<file path="src/rtl/gcd_req_scheduler.sv">
// -----------------------------------------------------------------------------
// gcd_req_scheduler
//
// Shares one W-bit binary-GCD engine between NREQ requesters. A round-robin
// arbiter picks one pending request and latches its operands. If either
// operand is zero, the answer (M|N) goes straight to the response port and
// the engine is not used. Otherwise the operands are loaded into the engine.
// The scheduler then waits for the engine's terminal-count flag, but gives up
// after MAX_CYC RUN cycles. Only one job is in flight at a time.
//
// Ports
//   clk, sync_reset      clock, synchronous active-high reset (shared with engine)
//   req_valid[NREQ]      per-requester request valid
//   req_m / req_n        packed operands, requester i at [i*W +: W]
//   req_ready[NREQ]      one-hot accept strobe, only in the IDLE grant cycle
//   rsp_valid/rsp_ready  response handshake
//   rsp_gcd, rsp_id      result and the index of the requester it belongs to
//   rsp_err              budget expired (rsp_gcd is 0 in that case)
//   busy                 a job is in progress (state != IDLE)
//   eng_M, eng_N         engine operands, held from LOAD through RESP
//   eng_load             one-cycle engine load strobe
//   eng_gcd, eng_tc      engine result and terminal-count flag
// -----------------------------------------------------------------------------
module gcd_req_scheduler #(
  parameter int NREQ    = 4,
  parameter int W       = 8,
  parameter int IDW     = 2,
  parameter int MAX_CYC = 32
) (
  input  logic                clk,
  input  logic                sync_reset,
  input  logic [NREQ-1:0]     req_valid,
  input  logic [NREQ*W-1:0]   req_m,
  input  logic [NREQ*W-1:0]   req_n,
  output logic [NREQ-1:0]     req_ready,
  output logic                rsp_valid,
  input  logic                rsp_ready,
  output logic [W-1:0]        rsp_gcd,
  output logic [IDW-1:0]      rsp_id,
  output logic                rsp_err,
  output logic                busy,
  output logic [W-1:0]        eng_M,
  output logic [W-1:0]        eng_N,
  output logic                eng_load,
  input  logic [W-1:0]        eng_gcd,
  input  logic                eng_tc
);

  // The counter needs one spare bit so that MAX_CYC-1 always fits.
  localparam int CW = $clog2(MAX_CYC) + 1;
  localparam logic [CW-1:0]  CYC_LAST = CW'(MAX_CYC - 1);
  localparam logic [IDW-1:0] ID_LAST  = IDW'(NREQ - 1);

  typedef enum logic [1:0] {
    S_IDLE = 2'd0,
    S_LOAD = 2'd1,
    S_RUN  = 2'd2,
    S_RESP = 2'd3
  } state_t;

  // Control state (reset)
  state_t          state, state_nxt;
  logic [IDW-1:0]  rr_ptr, rr_ptr_nxt;
  logic [CW-1:0]   cyc_cnt, cyc_cnt_nxt;
  logic            err, err_nxt;

  // Job data (not reset; every output that shows it is gated by state)
  logic [W-1:0]    op_m, op_n;
  logic [IDW-1:0]  job_id;
  logic [W-1:0]    res, res_nxt;

  // Arbiter
  logic            grant_any;
  logic [IDW-1:0]  grant_idx;
  logic [IDW-1:0]  scan_sel;
  int              scan_idx;
  logic [W-1:0]    grant_m, grant_n;
  logic            load_job;

  // Round-robin scan: the first valid requester at or after rr_ptr, with
  // wrap-around. Explicit wrap keeps this correct for non-power-of-2 NREQ.
  always_comb begin
    grant_any = 1'b0;
    grant_idx = '0;
    scan_idx  = 0;
    scan_sel  = '0;
    for (int k = 0; k < NREQ; k++) begin
      scan_idx = int'(rr_ptr) + k;
      if (scan_idx >= NREQ) begin
        scan_idx = scan_idx - NREQ;
      end
      scan_sel = IDW'(scan_idx);
      if (!grant_any && req_valid[scan_sel]) begin
        grant_any = 1'b1;
        grant_idx = scan_sel;
      end
    end
  end

  assign grant_m = req_m[grant_idx*W +: W];
  assign grant_n = req_n[grant_idx*W +: W];

  // Next-state logic
  always_comb begin
    state_nxt   = state;
    rr_ptr_nxt  = rr_ptr;
    cyc_cnt_nxt = cyc_cnt;
    err_nxt     = err;
    res_nxt     = res;
    load_job    = 1'b0;

    unique case (state)
      S_IDLE: begin
        if (grant_any) begin
          load_job = 1'b1;
          if ((grant_m == '0) || (grant_n == '0)) begin
            // gcd(x,0) = x and gcd(0,0) = 0, so OR-ing the operands gives the answer.
            res_nxt   = grant_m | grant_n;
            err_nxt   = 1'b0;
            state_nxt = S_RESP;
          end else begin
            state_nxt = S_LOAD;
          end
        end
      end

      S_LOAD: begin
        // eng_tc still shows the previous job here, so it is not looked at.
        cyc_cnt_nxt = '0;
        state_nxt   = S_RUN;
      end

      S_RUN: begin
        // tc is checked first, so it wins when it arrives in the last budget cycle.
        if (eng_tc) begin
          res_nxt   = eng_gcd;
          err_nxt   = 1'b0;
          state_nxt = S_RESP;
        end else if (cyc_cnt == CYC_LAST) begin
          res_nxt   = '0;
          err_nxt   = 1'b1;
          state_nxt = S_RESP;
        end else begin
          cyc_cnt_nxt = cyc_cnt + CW'(1);
        end
      end

      S_RESP: begin
        if (rsp_ready) begin
          // The pointer moves just past the requester that was served.
          rr_ptr_nxt = (job_id == ID_LAST) ? '0 : job_id + IDW'(1);
          state_nxt  = S_IDLE;
        end
      end

      default: begin
        state_nxt = S_IDLE;
      end
    endcase
  end

  // Control registers
  always_ff @(posedge clk) begin
    if (sync_reset) begin
      state   <= S_IDLE;
      rr_ptr  <= '0;
      cyc_cnt <= '0;
      err     <= 1'b0;
    end else begin
      state   <= state_nxt;
      rr_ptr  <= rr_ptr_nxt;
      cyc_cnt <= cyc_cnt_nxt;
      err     <= err_nxt;
    end
  end

  // Job data registers
  always_ff @(posedge clk) begin
    if (load_job) begin
      op_m   <= grant_m;
      op_n   <= grant_n;
      job_id <= grant_idx;
    end
    res <= res_nxt;
  end

  // Outputs are decoded from state, so all of them are 0 once reset has put
  // the FSM in IDLE. The grant strobe is also held off while reset is
  // asserted, because no accept can happen in that cycle.
  always_comb begin
    req_ready = '0;
    if ((state == S_IDLE) && grant_any && !sync_reset) begin
      req_ready = NREQ'(1) << grant_idx;
    end
  end

  assign busy      = (state != S_IDLE);
  assign eng_load  = (state == S_LOAD);
  assign eng_M     = busy ? op_m : '0;
  assign eng_N     = busy ? op_n : '0;
  assign rsp_valid = (state == S_RESP);
  assign rsp_gcd   = rsp_valid ? res    : '0;
  assign rsp_id    = rsp_valid ? job_id : '0;
  assign rsp_err   = rsp_valid & err;

endmodule
</file>
<file path="config.mk">
export PLATFORM = sky130hd
export DESIGN_NAME = gcd_req_scheduler
export DESIGN_NICKNAME = d
export VERILOG_FILES = /design/src/rtl/gcd_req_scheduler.sv
export SDC_FILE = /design/constraint.sdc
export NUM_CORES = 1
export LEC_CHECK = 0
export CAP_MARGIN = 20
export CORE_MARGIN = 2
export CORE_UTILIZATION = 25
export DETAILED_ROUTE_END_ITERATION = 10
export PLACE_DENSITY = 0.56
export SLEW_MARGIN = 0
export SYNTH_ARGS = -nofsm -noshare
export SYNTH_HDL_FRONTEND = slang
export SYNTH_SLANG_ARGS = --single-unit
</file>
<file path="constraint.sdc">
create_clock -name clk -period 3.5 [get_ports clk]
set_input_delay 0.525 -clock clk [delete_from_list [all_inputs] [get_ports clk]]
set_output_delay 0.525 -clock clk [all_outputs]
set_load 0.05 [all_outputs]
</file>
==> impl_metrics.py <==
metrics = {
    "status": {
        "status": "finished clean",
    },
    "placed_design": {
        "port_buffers": 113,
        "dp.cells": 473,
        "place_area_um2": 3730,
        "gp_congestion": 0.809,
        "dp.final_hpwl_mm": 5.61,
    },
    "sta": {
        "period_share_pct": 90.7,
        "slew_violations": 0,
        "tightest_slew_ps": 1090,
        "hold_viol": 0,
        "period_needed_ps": 3170,
        "finClkSkew_ps": 15.7,
        "finalSetupViolations": 0,
        "timing.hold.ws_ps": 486,
        "fin_setup_tns_ps": 0,
        "relSlewSlack_pct": 27.4,
        "rsz0062_at_grt": "false",
        "max_freq_ghz": 0.315,
    },
    "layout": {
        "nets": 437,
        "fill_cells": 935,
        "final_util_pct": 41.1,
        "syn_to_final_growth_pct": 58.7,
        "final_cells": 481,
        "num_antenna_cells": 0,
        "postLayoutCellArea_um2": 3820,
        "drive_gt1_share_pct": 9.66,
    },
    "setup_path": {
        "crit_type": "in2reg",
        "worst_setup_path_start_kind": "input port",
        "cp.required_ps": 3510,
        "crit_path_end_kind": "register",
        "critPathMaxFanout": 27,
        "worstPathArrival_ps": 3180,
    },
    "cts": {
        "cts.htree.levels": 2,
        "clock_sinks": 37,
        "path_clk_slew_ps": 80,
        "tritoncts": "built",
        "cts_inserted_buffers": 5,
        "cts-root-buf": "clkbuf_8",
        "cts_resized": 0,
        "cts.path.max_buffers": 2,
        "cts_hold_buf": 0,
        "clock_latency_ps": 300,
        "post_cts_buffers": 0,
    },
    "routing": {
        "avgRoutedWirePerCell_um": 14.8,
        "vias": 2161,
        "via_per_inst": 4.49,
        "initialDrtViolationCount": 68,
        "final_antenna_net_count": 0,
        "wirelength_mm": 7.14,
        "drc_errors": 0,
        "first_pass_iters": 4,
    },
    "floorplanning": {
        "die_y_um": 102,
        "dieArea_um2": 10400,
        "coreArea_um2": 9280,
        "rows": 35,
        "die-width_um": 102,
        "io_pins": 114,
        "start_util_pct": 25.9,
    },
    "logic_synthesis": {
        "syn-cell-area_um2": 2400,
        "synthTopCellsByCount": "mux2i_1 (47), edfxtp_1 (26), nand2_1 (16), nor2b_1 (16), nor2_1 (15)",
        "yosys_warnings": 0,
        "synth_nets": 320,
        "synth_edf_count": 26,
        "synth_top_area_cell": "edfxtp_1",
        "netlist_instances": 234,
        "synth_top_area_share_pct": 32.5,
        "synth.most_common_cell": "mux2i_1",
        "synth.distinct_cells": 37,
        "synthFlopType": "edfxtp_1",
        "ys_seq_area_share_pct": 41.6,
        "async_reset_ff_share_pct": 0,
        "ys_top_cells_by_area": "edfxtp_1 (32%), mux2i_1 (20%), dfxtp_1 (9.2%)",
        "ys_seq_elements": 37,
        "avgSynthCellArea_um2": 10.3,
    },
    "power_and_ir_drop": {
        "clockPowerShare_pct": 11.6,
        "vdd_drop_max_mv": 0.246,
        "power_frac_comb_pct": 60.4,
        "p_int_w": 0.00140,
        "p_seq_share_pct": 28.1,
        "p_leak_nw": 1.37,
        "power_density_nw_per_um2": 698,
        "p_sw_w": 0.00126,
        "swShare_pct": 47.4,
    },
    "grt": {
        "antenna_found_initial": 0,
        "global_route.overflow_total": 0,
        "grt_start_max_net_pins": 29,
        "grt.total_usage_pct": 14.3,
        "grt_pass1_wl_mm": 11.5,
        "grt_pass1_vias": 2238,
    },
    "run": {
        "drv_cap": 0,
    },
    "hold_path": {
        "hp-class": "reg2reg",
    },
}
==> power groups by stage <==
stage	Combinational (W)	Sequential [W]	Clock (W)
4_1_cts	0.00163	0.000749	0.000319
3_5_place_dp	0.00162	0.000759	0
3_3_place_gp	0.00161	0.000761	0
5_1_grt	0.00171	0.000768	0.000335
6_report	0.00161	0.000748	0.000308
2_1_floorplan	0.00107	0.000742	0
==> cells in the final DEF (no fill, tap or decap), types with 10 or more instances in the layout <==
cell type        count
nor2_1              14
mux2i_1             47
nor2b_1             16
edfxtp_1            26
dfxtp_1             11
nand2_1             16
o21ai_0             11
nand3_1             10
a21oi_1             11
clkdlybuf4s50_1    109
and2_1              11
==> state kept, by name, indices dropped and copies added (netlist names) <==
name,cells
state,2
op_n,8
err,1
job_id,2
rr_ptr,2
cyc_cnt,6
res,8
op_m,8
==> area by class of cell <==
type	count	area (um2)	share of cell area, %
Multi-Input combinational cell	175	1270	33.3
Timing Repair Buffer	123	1260	33.0
Sequential cell	37	1000	26.2
Tap cell	129	161	4.23
Clock buffer	5	68.8	1.80
Inverter	9	33.8	0.885
Clock inverter	3	22.5	0.590
==> worst paths after layout <==
kind / from / endpoint / slack [ps] / depth (start not counted)
worst max register to register: rr_ptr[0]$_SDFFE_PP0P_ / res[6]$_DFFE_PP_ / 720 / 10
worst min-delay path: cyc_cnt[1]$_SDFFE_PP0P_ / cyc_cnt[1]$_SDFFE_PP0P_ / 490 / 2
worst min register to register: cyc_cnt[1]$_SDFFE_PP0P_ / cyc_cnt[1]$_SDFFE_PP0P_ / 490 / 2
worst max-delay path: req_valid[3] / res[6]$_DFFE_PP_ / 330 / 11
==> through the flow <==
step / total power, W / worst slack [ps]
6_report: 0.00266 / 326
5_1_grt: 0.00282 / 187
4_1_cts: 0.00270 / 335
3_5_place_dp: 0.00238 / 36.1
3_3_place_gp: 0.00237 / 94.0
2_1_floorplan: 0.00181 / 625
==> critical path, cell delays in order <==
cell,delay (ps)
clkdlybuf4s50_1,500
inv_2,40
a22o_1,250
a221oi_4,280
buf_12,250
mux2i_1,220
mux2i_1,130
nor4_1,380
nand2_1,140
a211oi_2,230
buf_4,200
==> kinds of logic (layout without fill, tap and decap cells) <==
family,count (synthesis),in the layout,share of synthesized area (%)
xor gates and xnor gates,3,3,1.09
buffers and inverters,22,140,6.56
DFF,37,37,41.6
adders and majority gates,6,6,3.12
and+or+nand+nor,85,85,18.6
muxes,49,49,20.7
AOI/OAI and AO/OA,32,32,8.27
==> per-layer routing <==
metal / vias up / wire length [um] / part of all wire, % / track usage, %
li1: 1070 / - / - / -
met1: 1009 / 3150 / 44 / 17.8
met2: 74 / 3370 / 47 / 24.5
met3: 8 / 498 / 7.0 / 4.04
met4: 0 / 113 / 1.6 / 3.49
met5: - / 0 / 0 / 0
Note: power is estimated with default switching activity, not from simulation.
